==> config.mk <==
export PLATFORM = sky130hd
export DESIGN_NAME = bcd_timer_multi
export DESIGN_NICKNAME = d
export VERILOG_FILES = /design/src/rtl/bcd_timer_multi.sv
export SDC_FILE = /design/constraint.sdc
export NUM_CORES = 1
export LEC_CHECK = 0
export CAP_MARGIN = 20
export CORE_MARGIN = 5
export CORE_UTILIZATION = 34
export CTS_CLUSTER_DIAMETER = 100
export DETAILED_ROUTE_END_ITERATION = 8
export GPL_TIMING_DRIVEN = 0
export PLACE_DENSITY = 0.58
export SLEW_MARGIN = 20
export SYNTH_ARGS = -nofsm -noshare
export SYNTH_HDL_FRONTEND = slang
export SYNTH_SLANG_ARGS = --single-unit
==> constraint.sdc <==
create_clock -name CLOCK_50 -period 4.25 [get_ports CLOCK_50]
set_input_delay 0.6375 -clock CLOCK_50 [delete_from_list [all_inputs] [get_ports CLOCK_50]]
set_output_delay 0.6375 -clock CLOCK_50 [all_outputs]
set_load 0.1 [all_outputs]
==> src/rtl/bcd_timer_multi.sv <==
// N-digit BCD down-counter with exact prescaler, pause/resume, clear, load and optional auto-reload.
// All outputs come straight from registers; digit 0 (ones) is bcd[3:0].
module bcd_timer_multi #(
    parameter int                   CLK_HZ      = 50000000,
    parameter int                   TICK_HZ     = 1,
    parameter int                   DIGITS      = 3,
    parameter logic [4*DIGITS-1:0]  START_BCD   = 12'h100,
    parameter bit                   AUTO_RELOAD = 1'b0
) (
    input  logic                  CLOCK_50,
    input  logic                  resetn,
    input  logic                  start,
    input  logic                  pause,
    input  logic                  clear,
    input  logic                  load,
    input  logic [4*DIGITS-1:0]   load_value,
    output logic [4*DIGITS-1:0]   bcd,
    output logic                  running,
    output logic                  expired,
    output logic                  done,
    output logic                  tick
);

    localparam int W   = 4 * DIGITS;
    localparam int DIV = CLK_HZ / TICK_HZ;
    localparam int PW  = (DIV > 1) ? $clog2(DIV) : 1;
    localparam logic [PW-1:0] PRESC_MAX = PW'(DIV - 1);

    typedef enum logic [1:0] {IDLE, RUN, PAUSED, EXPIRED} state_t;

    state_t          state_q, state_d;
    logic [W-1:0]    bcd_q, bcd_d, reload_q, reload_d;
    logic [W-1:0]    bcd_dec, load_sat;
    logic [PW-1:0]   presc_q, presc_d;
    logic            tick_q, tick_d, done_q, done_d;
    logic            dec_zero, wrap;

    // Per-digit decrement and load saturation. A digit borrows when every lower digit is zero.
    for (genvar i = 0; i < DIGITS; i++) begin : g_digit
        logic [3:0] d, raw;
        logic       brw;
        assign d   = bcd_q[4*i +: 4];
        assign raw = load_value[4*i +: 4];
        if (i == 0) begin : g_lsd
            assign brw = 1'b1;
        end else begin : g_hi
            assign brw = (bcd_q[4*i-1:0] == '0);
        end
        assign bcd_dec[4*i +: 4]  = !brw ? d : (d == 4'd0) ? 4'd9 : d - 4'd1;
        assign load_sat[4*i +: 4] = (raw > 4'd9) ? 4'd9 : raw;
    end

    // A zero count seen in RUN is treated as expiry rather than wrapping to all nines.
    assign dec_zero = (bcd_dec == '0) || (bcd_q == '0);
    assign wrap     = (presc_q == PRESC_MAX);

    always_comb begin
        state_d  = state_q;
        bcd_d    = bcd_q;
        reload_d = reload_q;
        presc_d  = presc_q;
        tick_d   = 1'b0;
        done_d   = 1'b0;
        if (clear) begin
            state_d = IDLE;
            bcd_d   = reload_q;
            presc_d = '0;
        end else if (load && (state_q == IDLE || state_q == EXPIRED)) begin
            state_d  = IDLE;
            reload_d = load_sat;
            bcd_d    = load_sat;
            presc_d  = '0;
        end else begin
            unique case (state_q)
                IDLE: begin
                    if (start) begin
                        if (bcd_q != '0) begin
                            presc_d = '0;
                            state_d = pause ? PAUSED : RUN;
                        end else begin
                            state_d = EXPIRED;
                            done_d  = 1'b1;
                        end
                    end
                end
                RUN: begin
                    if (wrap) begin
                        presc_d = '0;
                        tick_d  = 1'b1;
                        if (dec_zero) begin
                            done_d = 1'b1;
                            if (AUTO_RELOAD && reload_q != '0) begin
                                bcd_d = reload_q;
                            end else begin
                                bcd_d   = '0;
                                state_d = EXPIRED;
                            end
                        end else begin
                            bcd_d = bcd_dec;
                        end
                    end else begin
                        presc_d = presc_q + PW'(1);
                    end
                    if (pause && state_d == RUN) state_d = PAUSED;
                end
                PAUSED: begin
                    if (!pause) state_d = RUN;
                end
                EXPIRED: begin
                    bcd_d = '0;
                    // Restarting with a zero reload would only re-expire; stay put so done stays quiet.
                    if (start && reload_q != '0) begin
                        bcd_d   = reload_q;
                        presc_d = '0;
                        state_d = RUN;
                    end
                end
                default: state_d = IDLE;
            endcase
        end
    end

    always_ff @(posedge CLOCK_50 or negedge resetn) begin
        if (!resetn) begin
            state_q  <= IDLE;
            bcd_q    <= START_BCD;
            reload_q <= START_BCD;
            presc_q  <= '0;
            tick_q   <= 1'b0;
            done_q   <= 1'b0;
        end else begin
            state_q  <= state_d;
            bcd_q    <= bcd_d;
            reload_q <= reload_d;
            presc_q  <= presc_d;
            tick_q   <= tick_d;
            done_q   <= done_d;
        end
    end

    assign bcd     = bcd_q;
    assign running = (state_q == RUN);
    assign expired = (state_q == EXPIRED);
    assign done    = done_q;
    assign tick    = tick_q;

endmodule
==> key figures <==
Outcome
  – Status: complete, no violations

Worst setup path
  – Crit. Startpoint: state_q[1]
  – Reg-to-reg endpoint: presc_q[20]
  – Setup crit end kind: primary output
  – CP max FO: 8
  – Critical Path RT: around 3600 ps
  – Critical Path Sink: running
  – Reg2Reg Setup Slack: 1250 ps
  – CP startpoint kind: register
  – Reg2reg path depth: 10
  – Critical path class: reg -> out
  – WP data arrival: 2420 ps
  – RR Startpoint: state_q[1]

Logic synthesis
  – Mapped Avg Cell Area: 8.34 sq um
  – Top FF cell, synth: dfrtp_1
  – Synthesized netlist net count: approximately 420
  – Post-synth EDFFs: 0
  – Synthesized flop and latch total: 54
  – Sequential cell area fraction in the yosys report: 40.7%
  – Share of synthesized registers carrying an async set or reset: 100%
  – Post-Synthesis Cells: 399
  – Cell area after synthesis: 3330 sq um
  – Synth warn: 0
  – Synth cell types: between 50 and 60

Die
  – Die Span X: 109 microns
  – Die H: 109 microns
  – Io pins: 34
  – Row Count: 36
  – DIE AREA: between 10000 and 15000 sq um
  – Core ar.: 9640 sq um
  – Initial core utilization: 34.5%

Clock network
  – Post-CTS sizing: 0
  – CTS tree: yes
  – Clock-pin slew on the worst setup and hold paths: 100 ps
  – Sink Count: 54
  – Clk_lat worst skew: 310 ps
  – Clock buffer depth: 2
  – Htree depth: 2
  – Post-CTS Setup Bufs: 0
  – CTS Buf Count: 5
  – Clk root buf: clkbuf_8
  – Post-CTS Hold Buffers: 0

Placed design
  – PortBufs: 33
  – Routability cong.: roughly 0.9
  – Placed inst area: 3820 sq um
  – Dpl hpwl: a little under 7000 microns

Global route
  – Vias in the first global route: roughly 3000
  – Antenna violations before repair: 0
  – First-pass GRT wire length: about 16000 microns
  – Total gr overflow: 0
  – Largest net degree at the start of global routing: 55
  – GRT Util Overall: between 10% and 20%

Timing
  – Slew of the pin with the lowest slew margin: 985 ps
  – RSZ-0062 raised after global routing: no
  – Slew headroom: 34.1%
  – Final Setup Violations: 0
  – Final clock skew: around 15 ps
  – Min cycle time layout: between 3000 and 4000 ps
  – Setup_tns: 0 ps
  – Tcrit/Tclk final: 72.0%
  – Hold Fails Final Rpt: 0
  – Pins over their slew limit: 0
  – Max frequency: between 300 and 400 MHz

Finish
  – Fin area: approximately 4000 sq um
  – Share of layout cells above drive strength 1: 5.91%
  – Core Util, Final: approximately 41%
  – Fin nets: ~460
  – Diodes inserted: 0
  – Layout area overhead: 17.6%

Detailed routing
  – DRT antenna net count: 0
  – WL per Instance: 16.6 microns
  – Via density: 5.65
  – Drt pass-1 iters: 4
  – DRT iter0 DRCs: 191
  – Final wirelength: roughly 9500 microns
  – Drc violations: 0
  – Total number of vias: 3236

Power
  – Worst vdd ir: 0.416 mV
  – Total power per unit cell area: 606 nW/um^2
  – Clk pwr share: roughly an eighth
  – Sequential share of power: between 30% and 40%
  – Combinational Power Share: 53.7%
  – P_int: 1.15 mW
  – P_sw: 1.23 mW
  – Static leakage: 1.54 nW
  – Sw frac: 51.6%

Hold path
  – Worst min-delay path category: in -> async

Run
  – Max Cap Viol: 0
[critical path: stages, from the launching register on]
cell             delay, ps
dfrtp_1                440
inv_1                  140
ha_1                   340
clkdlybuf4s50_1       1190
[cells by family (layout without fill, tap and decap cells)]
group / count (synthesis) / count (layout) / synth area share (%)
compound gates: 122 / 122 / 23.5
fa+ha+maj: 5 / 5 / 1.88
buf+inv: 24 / 65 / 3.12
flops: 54 / 54 / 40.7
mux: 1 / 1 / 0.338
simple gates: 193 / 193 / 30.5
[synth_stat cells (5+ instances only)]
master | n | area (sq um)
dfrtp_1 | 52 | 1300
nand2b_1 | 7 | 43.8
o21ai_1 | 45 | 225
a21oi_1 | 14 | 70.1
nor3_1 | 27 | 135
and3_1 | 12 | 75.1
clkbuf_1 | 10 | 37.5
ha_1 | 5 | 62.6
o31ai_1 | 11 | 82.6
o21ai_0 | 14 | 70.1
nand3_1 | 22 | 110
or3_1 | 7 | 43.8
and2_1 | 5 | 31.3
nor4_1 | 11 | 68.8
nand2_1 | 55 | 206
nand4_1 | 6 | 37.5
a211oi_1 | 5 | 37.5
nor2_1 | 19 | 71.3
a22o_1 | 5 | 43.8
inv_1 | 8 | 30.0
[power by group through the flow]
stage               clock network [mW]  registers (mW)  logic [mW]
floorplan                            0            1.13       0.599
global placement                     0           0.796        1.27
detailed placement                   0           0.798        1.27
CTS                              0.324           0.790        1.28
global route                     0.337           0.816        1.36
finish                           0.306           0.793        1.27
[state kept, by name, summed over array words and instances (netlist names)]
signal	count
presc_q	26
reload_q	12
tick	1
state_q	2
bcd	12
done	1
[cell usage in the layout (no fill, tap or decap), types with 3 or more instances in the layout]
master           Yosys  layout
nand2_1             55      55
dfrtp_1             52      52
o21ai_1             45      45
clkdlybuf4s50_1      0      32
nor3_1              27      27
nand3_1             22      22
nor2_1              19      19
o21ai_0             14      14
a21oi_1             14      14
and3_1              12      12
clkbuf_1            10      11
nor4_1              11      11
o31ai_1             11      11
inv_1                8       8
or3_1                7       7
nand2b_1             7       7
nand4_1              6       6
clkbuf_8             0       6
a22o_1               5       5
and2_1               5       5
a211oi_1             5       5
ha_1                 5       5
buf_4                3       4
nor2b_1              3       3
or2_2                3       3
or4_1                3       3
and4_1               3       3
a21o_1               3       3
o21a_1               3       3
a221o_1              3       3
[stage by stage]
stage	hold WS, ps	cells	setup WS (ps)	total power [mW]
2_1_floorplan	342	399	1510	1.73
3_3_place_gp	468	565	774	2.06
3_5_place_dp	469	565	907	2.07
4_1_cts	394	573	1180	2.39
5_1_grt	433	573	1030	2.52
6_report	369	573	1190	2.37
[worst min-delay path by stage]
stage / startpoint / cells after the start / slack (ps) / end
2_1_floorplan: resetn / 0 / 340 / bcd[0]
3_3_place_gp: reload_q[8] / 2 / 470 / reload_q[8]
3_5_place_dp: reload_q[8] / 2 / 470 / reload_q[8]
4_1_cts: resetn / 1 / 390 / presc_q[13]
5_1_grt: resetn / 1 / 430 / presc_q[13]
6_report: resetn / 1 / 370 / presc_q[13]
[layout make-up]
type | instances | area, sq um
plain buffers | 15 | 70.1
clock buffers | 7 | 86.3
clock inverters | 1 | 5.00
fillers | 1023 | 5730
inverters | 9 | 33.8
multi-input cells | 321 | 1870
flip-flops and latches | 54 | 1350
well taps | 133 | 166
repair buffers | 33 | 328
[layer usage]
metal  routed length [microns]  global-route usage [%]
met1                      4480                    22.5
met2                      4450                    26.9
met3                       448                    2.90
met4                       157                    4.33
met5                         0                       0
Note: power is estimated with default switching activity, not from simulation.
